## config.mk

```make
export PLATFORM = sky130hd
export DESIGN_NAME = id_stage_elastic
export DESIGN_NICKNAME = d
export VERILOG_FILES = /design/src/rtl/mips16_id_pkg.sv /design/src/rtl/id_stage_elastic_decoder.sv /design/src/rtl/id_stage_elastic.sv
export SDC_FILE = /design/constraint.sdc
export NUM_CORES = 1
export LEC_CHECK = 0
export CORE_MARGIN = 2
export CORE_UTILIZATION = 39
export DETAILED_ROUTE_END_ITERATION = 8
export HOLD_SLACK_MARGIN = 0.05
export PLACE_DENSITY = 0.77
export SYNTH_ARGS = -nofsm -noshare
export SYNTH_HDL_FRONTEND = slang
export SYNTH_SLANG_ARGS = --single-unit
export TNS_END_PERCENT = 100
```

## constraint.sdc

```tcl
create_clock -name clk -period 1.8 [get_ports clk]
set_clock_uncertainty 0.1 [all_clocks]
set_input_delay 0.18 -clock clk [delete_from_list [all_inputs] [get_ports clk]]
set_output_delay 0.18 -clock clk [all_outputs]
set_load 0.01 [all_outputs]
```

## src/rtl/mips16_id_pkg.sv

```systemverilog
`default_nettype none
// ============================================================================
// Module   : mips16_id_pkg
// Purpose  : Shared types for the MIPS16 decode stage. Contents: opcode and
//            ALU command encodings, instruction field positions, the decoded
//            control struct and the decoded-bundle struct.
// Revision : 1.0 - initial release
// ============================================================================
package mips16_id_pkg;

  // Opcode space. Codes 13 and 15 are unused and decode as NOP.
  typedef enum logic [3:0] {
    OP_NOP   = 4'd0,
    OP_ADD   = 4'd1,
    OP_SUB   = 4'd2,
    OP_AND   = 4'd3,
    OP_OR    = 4'd4,
    OP_XOR   = 4'd5,
    OP_SL    = 4'd6,
    OP_SR    = 4'd7,
    OP_SRU   = 4'd8,
    OP_ADDI  = 4'd9,
    OP_LD    = 4'd10,
    OP_ST    = 4'd11,
    OP_LBI   = 4'd12,
    OP_RSV13 = 4'd13,
    OP_BZ    = 4'd14,
    OP_RSV15 = 4'd15
  } opcode_e;

  typedef enum logic [2:0] {
    ALU_ADD = 3'd0,
    ALU_SUB = 3'd1,
    ALU_AND = 3'd2,
    ALU_OR  = 3'd3,
    ALU_XOR = 3'd4,
    ALU_SL  = 3'd5,
    ALU_SR  = 3'd6,
    ALU_SRU = 3'd7
  } alu_cmd_e;

  // Instruction field positions.
  localparam int OP_MSB   = 15;
  localparam int OP_LSB   = 12;
  localparam int RD_MSB   = 11;
  localparam int RD_LSB   = 9;
  localparam int RS1_MSB  = 8;
  localparam int RS1_LSB  = 6;
  localparam int RS2_MSB  = 5;
  localparam int RS2_LSB  = 3;
  localparam int IMM6_MSB = 5;
  localparam int IMM8_MSB = 7;

  // Widest legal data path; the bundle struct is sized to it and the stage
  // uses the low DATA_W bits.
  localparam int MAX_DATA_W = 32;

  // Operand 2 source. Zero is the all-zero encoding so an all-zero control
  // word is exactly a NOP.
  typedef enum logic [1:0] {
    SRC2_ZERO  = 2'd0,
    SRC2_REG   = 2'd1,
    SRC2_SEXT6 = 2'd2,
    SRC2_ZEXT8 = 2'd3
  } src2_sel_e;

  typedef struct packed {
    alu_cmd_e  alu_cmd;
    logic      src1_from_reg;        // 0 -> operand 1 is zero
    src2_sel_e src2_sel;
    logic      mem_write_en;
    logic      write_back_en;
    logic      write_back_result_mux;
    logic      addr2_is_rd;          // port 2 reads rd instead of rs2
    logic      reads_rs1;
    logic      reads_rs2;
    logic      reads_rd;
    logic      is_ld;
    logic      is_bz;
  } id_ctrl_t;

  localparam id_ctrl_t CTRL_NOP = '0;

  // Decoded bundle handed to EX, sized for the widest data path.
  typedef struct packed {
    alu_cmd_e              alu_cmd;
    logic [MAX_DATA_W-1:0] alu_src1;
    logic [MAX_DATA_W-1:0] alu_src2;
    logic                  mem_write_en;
    logic [MAX_DATA_W-1:0] mem_write_data;
    logic                  write_back_en;
    logic [2:0]            write_back_dest;
    logic                  write_back_result_mux;
  } id_bundle_t;

endpackage
`default_nettype wire

```

## src/rtl/id_stage_elastic_decoder.sv

```systemverilog
`default_nettype none
// ============================================================================
// Module   : id_decoder
// Purpose  : Purely combinational opcode to control-word decode.
// Ports    : instruction - 16-bit instruction word
//            ctrl        - decoded control fields (id_ctrl_t)
// Revision : 1.0 - initial release
// ============================================================================
module id_decoder
  import mips16_id_pkg::*;
(
  input  logic [15:0] instruction,
  output id_ctrl_t    ctrl
);

  opcode_e    op;
  logic [3:0] op_minus_1;

  assign op         = opcode_e'(instruction[OP_MSB:OP_LSB]);
  assign op_minus_1 = instruction[OP_MSB:OP_LSB] - 4'd1;

  always_comb begin
    ctrl = CTRL_NOP;
    case (op)
      OP_ADD, OP_SUB, OP_AND, OP_OR, OP_XOR, OP_SL, OP_SR, OP_SRU: begin
        // R-type opcodes are laid out so that op-1 is the ALU command.
        ctrl.alu_cmd       = alu_cmd_e'(op_minus_1[2:0]);
        ctrl.src1_from_reg = 1'b1;
        ctrl.src2_sel      = SRC2_REG;
        ctrl.write_back_en = 1'b1;
        ctrl.reads_rs1     = 1'b1;
        ctrl.reads_rs2     = 1'b1;
      end
      OP_ADDI: begin
        ctrl.src1_from_reg = 1'b1;
        ctrl.src2_sel      = SRC2_SEXT6;
        ctrl.write_back_en = 1'b1;
        ctrl.reads_rs1     = 1'b1;
      end
      OP_LD: begin
        ctrl.src1_from_reg         = 1'b1;
        ctrl.src2_sel              = SRC2_SEXT6;
        ctrl.write_back_en         = 1'b1;
        ctrl.write_back_result_mux = 1'b1;
        ctrl.reads_rs1             = 1'b1;
        ctrl.is_ld                 = 1'b1;
      end
      OP_ST: begin
        ctrl.src1_from_reg = 1'b1;
        ctrl.src2_sel      = SRC2_SEXT6;
        ctrl.mem_write_en  = 1'b1;
        ctrl.addr2_is_rd   = 1'b1;
        ctrl.reads_rs1     = 1'b1;
        ctrl.reads_rd      = 1'b1;
      end
      OP_LBI: begin
        ctrl.src2_sel      = SRC2_ZEXT8;
        ctrl.write_back_en = 1'b1;
      end
      OP_BZ: begin
        // Bundle stays a NOP; only the tested register is read.
        ctrl.addr2_is_rd = 1'b1;
        ctrl.reads_rd    = 1'b1;
        ctrl.is_bz       = 1'b1;
      end
      default: ctrl = CTRL_NOP;
    endcase
  end

endmodule
`default_nettype wire

```

## src/rtl/id_stage_elastic.sv

```systemverilog
`default_nettype none
// ============================================================================
// Module   : id_stage_elastic
// Purpose  : MIPS16 decode stage with valid/ready handshakes on both sides,
//            BZ resolution, synchronous flush and a load-use interlock.
// Ports    : clk, rst (async, active-low), flush
//            in_valid/in_ready/instruction        - from IF
//            reg_read_addr_1/2, reg_read_data_1/2 - register file read ports
//            decoding_op_src1/2                   - source regs for hazards
//            branch_taken, branch_offset_imm      - BZ resolution
//            load_stall                           - interlock active
//            out_valid/out_ready + bundle fields  - to EX
// Revision : 1.0 - initial release
// ============================================================================
module id_stage_elastic
  import mips16_id_pkg::*;
#(
  parameter int DATA_W            = 16,
  parameter int LOAD_STALL_CYCLES = 1
) (
  input  logic              clk,
  input  logic              rst,
  input  logic              flush,
  input  logic              in_valid,
  output logic              in_ready,
  input  logic [15:0]       instruction,
  output logic [2:0]        reg_read_addr_1,
  output logic [2:0]        reg_read_addr_2,
  input  logic [DATA_W-1:0] reg_read_data_1,
  input  logic [DATA_W-1:0] reg_read_data_2,
  output logic [2:0]        decoding_op_src1,
  output logic [2:0]        decoding_op_src2,
  output logic              branch_taken,
  output logic [5:0]        branch_offset_imm,
  output logic              load_stall,
  output logic              out_valid,
  input  logic              out_ready,
  output logic [2:0]        alu_cmd,
  output logic [DATA_W-1:0] alu_src1,
  output logic [DATA_W-1:0] alu_src2,
  output logic              mem_write_en,
  output logic [DATA_W-1:0] mem_write_data,
  output logic              write_back_en,
  output logic [2:0]        write_back_dest,
  output logic              write_back_result_mux
);

  id_ctrl_t          ctrl;
  logic [2:0]        rd;
  logic [2:0]        rs1;
  logic [2:0]        rs2;
  logic [DATA_W-1:0] imm_sext;
  logic [DATA_W-1:0] imm_zext;
  logic [DATA_W-1:0] src1_next;
  logic [DATA_W-1:0] src2_next;
  logic [1:0]        ld_cnt;
  logic [2:0]        ld_dest;
  logic              stall;
  logic              accept;

  id_decoder u_decoder (
    .instruction (instruction),
    .ctrl        (ctrl)
  );

  assign rd  = instruction[RD_MSB:RD_LSB];
  assign rs1 = instruction[RS1_MSB:RS1_LSB];
  assign rs2 = instruction[RS2_MSB:RS2_LSB];

  assign reg_read_addr_1  = rs1;
  assign reg_read_addr_2  = ctrl.addr2_is_rd ? rd : rs2;
  assign decoding_op_src1 = reg_read_addr_1;
  assign decoding_op_src2 = reg_read_addr_2;

  assign imm_sext = {{(DATA_W-6){instruction[IMM6_MSB]}}, instruction[IMM6_MSB:0]};
  assign imm_zext = {{(DATA_W-8){1'b0}}, instruction[IMM8_MSB:0]};

  // Interlock: a pending load destination blocks any instruction that reads
  // it. r0 is an ordinary register here.
  assign stall = (ld_cnt != 2'd0) && in_valid &&
                 ((ctrl.reads_rs1 && (rs1 == ld_dest)) ||
                  (ctrl.reads_rs2 && (rs2 == ld_dest)) ||
                  (ctrl.reads_rd  && (rd  == ld_dest)));

  assign load_stall        = stall;
  assign in_ready          = !flush && !stall && (!out_valid || out_ready);
  assign accept            = in_valid && in_ready;
  assign branch_taken      = accept && ctrl.is_bz && (reg_read_data_2 == '0);
  assign branch_offset_imm = instruction[IMM6_MSB:0];

  assign src1_next = ctrl.src1_from_reg ? reg_read_data_1 : '0;

  always_comb begin
    src2_next = '0;
    case (ctrl.src2_sel)
      SRC2_REG:   src2_next = reg_read_data_2;
      SRC2_SEXT6: src2_next = imm_sext;
      SRC2_ZEXT8: src2_next = imm_zext;
      default:    src2_next = '0;
    endcase
  end

  // Pipeline register. Fields hold after a consume so EX sees stable data
  // even when it samples late; only out_valid drops.
  always_ff @(posedge clk or negedge rst) begin
    if (!rst) begin
      out_valid             <= 1'b0;
      alu_cmd               <= 3'd0;
      alu_src1              <= '0;
      alu_src2              <= '0;
      mem_write_en          <= 1'b0;
      mem_write_data        <= '0;
      write_back_en         <= 1'b0;
      write_back_dest       <= 3'd0;
      write_back_result_mux <= 1'b0;
    end else if (flush) begin
      out_valid <= 1'b0;
    end else if (accept) begin
      out_valid             <= 1'b1;
      alu_cmd               <= ctrl.alu_cmd;
      alu_src1              <= src1_next;
      alu_src2              <= src2_next;
      mem_write_en          <= ctrl.mem_write_en;
      mem_write_data        <= ctrl.mem_write_en ? reg_read_data_2 : '0;
      write_back_en         <= ctrl.write_back_en;
      write_back_dest       <= ctrl.write_back_en ? rd : 3'd0;
      write_back_result_mux <= ctrl.write_back_result_mux;
    end else if (out_valid && out_ready) begin
      out_valid <= 1'b0;
    end
  end

  // Load scoreboard. The countdown runs regardless of output backpressure.
  generate
    if (LOAD_STALL_CYCLES > 0) begin : g_load_sb
      localparam logic [1:0] LD_CNT_INIT = 2'(LOAD_STALL_CYCLES);

      always_ff @(posedge clk or negedge rst) begin
        if (!rst) begin
          ld_cnt  <= 2'd0;
          ld_dest <= 3'd0;
        end else if (flush) begin
          ld_cnt <= 2'd0;
        end else if (accept && ctrl.is_ld) begin
          ld_cnt  <= LD_CNT_INIT;
          ld_dest <= rd;
        end else if (ld_cnt != 2'd0) begin
          ld_cnt <= ld_cnt - 2'd1;
        end
      end
    end else begin : g_no_load_sb
      assign ld_cnt  = 2'd0;
      assign ld_dest = 3'd0;
    end
  endgenerate

endmodule
`default_nettype wire

```

# After elaboration in Yosys (flattened, before gate mapping)
# Cells that the tools add are included.
# word_totals
input_bits,53
regBits,63
# classes
n_eq_ne,19
n_bitwise,1
n_addsub,2
muxes,20
n_reduce_logical,29
# op_table
cell,n
16-bit one-hot mux with 3 select lines,1
16-bit two-way mux,2
"4-bit equality test, second input constant",6
11-bit OR reduction,2
"4-bit by 3-bit equality test with 1-bit output, second input constant",4
16-bit zero test,1
1-bit logical AND,12
1-bit two-way mux,10
3-bit equality test,3
3-bit two-way mux,3
"4-bit by 2-bit equality test with 1-bit output, second input constant",2
8-bit OR reduction,1
2-bit two-way mux,3
2-bit one-hot mux with 3 select lines,1
3-bit nonzero test,2
"2-bit equality test, second input constant",2
"4-bit by 1-bit equality test with 1-bit output, second input constant",1
2-bit AND reduction,2
1-bit zero test,3
1-bit logical OR,3
3-bit OR reduction,1
"3-bit by 1-bit subtractor with 3-bit output, second input constant",1
"2-bit by 1-bit equality test with 1-bit output, second input constant",1
2-bit nonzero test,1
3 further kinds,3

# Logic depth before layout (Yosys ltp)
# logic_depth
ltp_word,14
depth_mapped,9

# Cells and area by module
# A second synthesis with hierarchy kept.
# hier_totals
cells_unflattened,342
hier_area_um2,3412.0
# by_module_without_submodules
mod,instances,area_per_inst_um2,seq_area_each_um2,cells_each
id_stage_elastic,1,3088.0,1576.5,301
id_decoder,1,324.1,0.0,41

# Worst setup path after synthesis
# Ideal clock, no wire load.
# synth_timing
path_type,in2out
start,in instruction[12]
end,out in_ready
slack_ns,-0.408
required_time_ns,1.520
t_arrival_ns,1.928
path_stages,8
n_path_buf,0
cell_sequence,inv_1 ha_1 a2111oi_2 a2bb2oi_2 nor2_1 o21ba_2 and2_1 nor3b_1
# synth_via
elab_chain_cells,10
elab_cells_between_ends,27
cone_classes,eq/ne (12); mux (3); reduce/logical (12)
# synth_rtl
item,line_no,text
from (decl),id_stage_elastic.sv:26,"input logic [15:0] instruction,"
"4-bit equality test, or another cell as far along",id_stage_elastic_decoder.sv:24,case (op)
11-bit OR reduction (no line) or 8-bit OR reduction (tied branches),--,
1-bit two-way mux,id_stage_elastic_decoder.sv:24,
"1-bit logical AND, on equally long branches","id_stage_elastic.sv:81, id_stage_elastic.sv:82",
1-bit logical OR,id_stage_elastic.sv:81,((ctrl.reads_rs1 && (rs1 == ld_dest)) ||
1-bit logical OR (*),id_stage_elastic.sv:82,(ctrl.reads_rs2 && (rs2 == ld_dest)) ||
1-bit logical AND (*),id_stage_elastic.sv:80,assign stall = (ld_cnt != 2'd0) && in_valid &&
net load_stall,id_stage_elastic.sv:35,"output logic load_stall,"
1-bit zero test (*),id_stage_elastic.sv:86,assign in_ready = !flush && !stall && (!out_valid || out_ready);
1-bit logical AND (*) (2 in a row),id_stage_elastic.sv:86,
to (decl),id_stage_elastic.sv:25,"output logic in_ready,"
# Mark *: on every way through the listed nets, which the timed path passes. The rest lies on a longest branch.

# Final worst setup path
# layout_timing
start,reg ld_dest[0]
end,reg write_back_dest[0]
# layout_via
elab_chain_cells,10
elab_cells_between_ends,14
cone_classes,eq/ne (3); reduce/logical (11)
# layout_rtl
item,line_no,text
from (decl),id_stage_elastic.sv:57,logic [2:0] ld_dest;
from (signal assigned),id_stage_elastic.sv:146,ld_dest <= rd;
"3-bit equality test, on equally long branches","id_stage_elastic.sv:81, id_stage_elastic.sv:82",
"1-bit logical AND, on equally long branches","id_stage_elastic.sv:81, id_stage_elastic.sv:82",
1-bit logical OR,id_stage_elastic.sv:81,
1-bit logical OR (*),id_stage_elastic.sv:82,
1-bit logical AND (*),id_stage_elastic.sv:80,
1-bit zero test (*),id_stage_elastic.sv:86,
1-bit logical AND (*) (2 in a row),id_stage_elastic.sv:86,
1-bit logical AND (*),id_stage_elastic.sv:87,assign accept = in_valid && in_ready;
2-bit AND reduction (no line) (*),--,
to (signal assigned),id_stage_elastic.sv:126,write_back_dest <= ctrl.write_back_en ? rd : 3'd0;
to (decl),id_stage_elastic.sv:44,"output logic [2:0] write_back_dest,"
# Every way passes the cells marked *; elsewhere a longest branch is shown, timed or not.
# A chain may end at the register's enable or synchronous reset.

==> metrics.txt <==
status complete, but fails checks; failing checks negative setup slack; global route total overflow 0; post-synth design cell area 3180 µm²; post-synthesis cell count 344; synth top area cells dfrtp_1 (50%), nand3_1 (6.3%), o21ai_0 (6.3%); Vias 3565; DRC Markers 0; layout cells sized above 1 0.435; WL final 14200 µm; largest net degree at the start of global routing 64; Min-Delay Path Class in2reg; Final Core Density 0.826; crit-path cells xor2_2 -> nor3_2 -> o2bb2ai_2 -> buf_4 -> o21ai_4 -> buf_12 -> buf_12 -> buf_12 -> buf_12 -> nand3_2 -> o21ai_1; cell accounting for the most synthesized area dfrtp_1; Rows 32; fillers 394; CTS tree yes; final hold vios 0; die area 8900 µm²; initial antenna violation count 0; Crit path arrival time 2360 ps; Worst Path Buf+Inv 5; core box area 7810 µm²; # nets final 602; Clock Tree Buf Depth 2; most common cell after layout, fill and taps aside clkdlybuf4s50_1; WS Path Type reg2reg; via/cell ratio 5.49; maxcap violations 0; GP Congestion 0.860; normalized max-slew margin 0.597; width of the die 94.4 µm; register area share after synthesis 0.495; EDFF count, synth 0; Critical Path Start Type flip-flop; placed instance count 605; port bufs 131; clk slew on worst S/H paths 80 ps; pwr/cell area 1200 nW/µm²; flop-to-flop setup slack -420 ps; unrepaired setup endpoints after global routing true; Top delay family on crit path buffers and inverters; number of antenna cells inserted 0; WP data required 1940 ps; first-pass GRT wire length 19700 µm; Main synth FF type dfrtp_1; synthesis-to-finish area growth 102%; worst setup margin -419 ps; clk sinks 63; total global-route track usage 0.294; Tmin final 2220 ps; maximum vdd drop 707 µV; most frequent cells in the layout clkdlybuf4s50_1 (116), dfrtp_1 (60), buf_4 (57); Worst-Skew Late Latency 360 ps; maximum clock rate 0.451 GHz; number of global-route vias before repair 3769; Final Slew Violations 0; Netlist cell types 37; flops & latches, synth 63; Synth warnings 0; post-synth top area share 0.495; H-tree depth 3; Pleak 2.68 nW; Final Non-Filler Cells 649; slowest CP cell dfrtp_2; initial core utilization 0.408; syn_area_per_cell 9.26 µm²; Root Driver clkbuf_8; dpl hpwl 7060 µm; crit-path max FO 8; drt wl/cell 21.9 µm; CP most frequent cell buf_12; Routed Antenna Nets 0; crit end category flip-flop; final setup vio count 70; Post-DP Area 5030 µm²; initial DRC count 214; share of flip-flops with an asynchronous set or reset 1.00; I/O Pins 132; period utilization 1.23; drt first pass iters 5; TritonCTS buffer count 9; Worst Tran Pin Value 602 ps; die height 94.4 µm; CP max stage delay 490 ps; Syn Nets 403; design area 6450 µm²
-- cell families after synthesis --
family / count (synthesis) / synth area share
fa+ha+maj: 6 / 0.0236
xor+xnor: 11 / 0.0303
buf+inv: 76 / 0.113
compound gates: 87 / 0.161
mux: 12 / 0.0424
flops: 63 / 0.495
simple gates: 89 / 0.135
-- power breakdown --
part	leakage (nW)	internal, mW	switching, mW	total (mW)
registers	0.809	1.84	0.375	2.22
clock network	0.123	0.990	0.618	1.61
logic	1.74	2.17	1.76	3.93
total	2.68	5.00	2.75	7.76
-- sequential cells by signal (all words and copies together), names as in the netlist --
register	flops
alu_src1	16
alu_src2	16
write_back_en	1
write_back_result_mux	1
alu_cmd	3
mem_write_en	1
ld_dest	3
out_valid	1
write_back_dest	3
mem_write_data	16
ld_cnt	2
-- final timing paths --
path,depth (start not counted),startpoint,endpoint
setup / recovery,11,ld_dest[0],write_back_dest[0]
hold / removal,3,instruction[12],alu_cmd[0]
setup reg to reg,11,ld_dest[0],write_back_dest[0]
max in group asynchronous,3,rst,alu_src2[14]
hold reg to reg,1,alu_cmd[2],alu_cmd[2]
min in group asynchronous,3,rst,out_valid
-- worst reg2reg max path, stage by stage, from the launching register on --
cell       delay, ps
dfrtp_2          490
xor2_2           180
nor3_2           240
o2bb2ai_2        150
buf_4            160
o21ai_4           80
buf_12           150
buf_12           140
buf_12           130
buf_12           150
nand3_2           50
o21ai_1           90
-- Yosys cell counts (4+ instances only) --
library cell,n
ha_1,6
inv_1,43
a22oi_1,9
mux2_1,5
dfrtp_1,63
o21ai_0,40
nand2_1,6
nor3_1,4
clkbuf_1,7
mux2_2,7
xnor2_1,7
a21oi_1,25
nand3_1,40
buf_4,17
buf_2,9
nor2_1,25
xor2_1,4
-- metal layers --
| metal | share of wire | global-route usage |
|---|---|---|
| met3 | 0.071 | 0.0630 |
| met1 | 0.37 | 0.343 |
| met2 | 0.51 | 0.521 |
| met4 | 0.050 | 0.129 |
| met5 | 0 | 0 |
-- per-stage QoR --
step	worst slack, ps	hold WS, ps	total power, mW	TNS [ps]
final	-419	186	7.76	-21560
after global routing	-468	200	8.04	-24600
after CTS	-349	127	7.16	-13210
after detailed placement	-1220	124	4.59	-65740
after global placement	-1170	115	4.51	-63620
after floorplan	-286	-216	3.14	-9930
-- what timing repair did --
| item | CTS | global route |
|---|---|---|
| hold buffers | 1 | 0 |
| gates cloned | 10 | 2 |
| endpoints found under the hold margin | 63 | 0 |
| buffers inserted | 18 | 4 |
| resized for setup | 191 | 69 |
| endpoints found under the setup margin | 72 | 72 |
| pin swaps | 20 | 17 |
-- layout make-up --
class | count | area [µm²] | share of cell area
timing repair buffer | 221 | 2370 | 0.367
clock inverter | 3 | 90.1 | 0.0140
clock buffer | 12 | 155 | 0.0241
sequential | 63 | 1580 | 0.245
tap | 102 | 128 | 0.0198
multi-input combinational | 205 | 1960 | 0.305
inverter | 43 | 161 | 0.0250
Power figures use the tool's default switching activity.
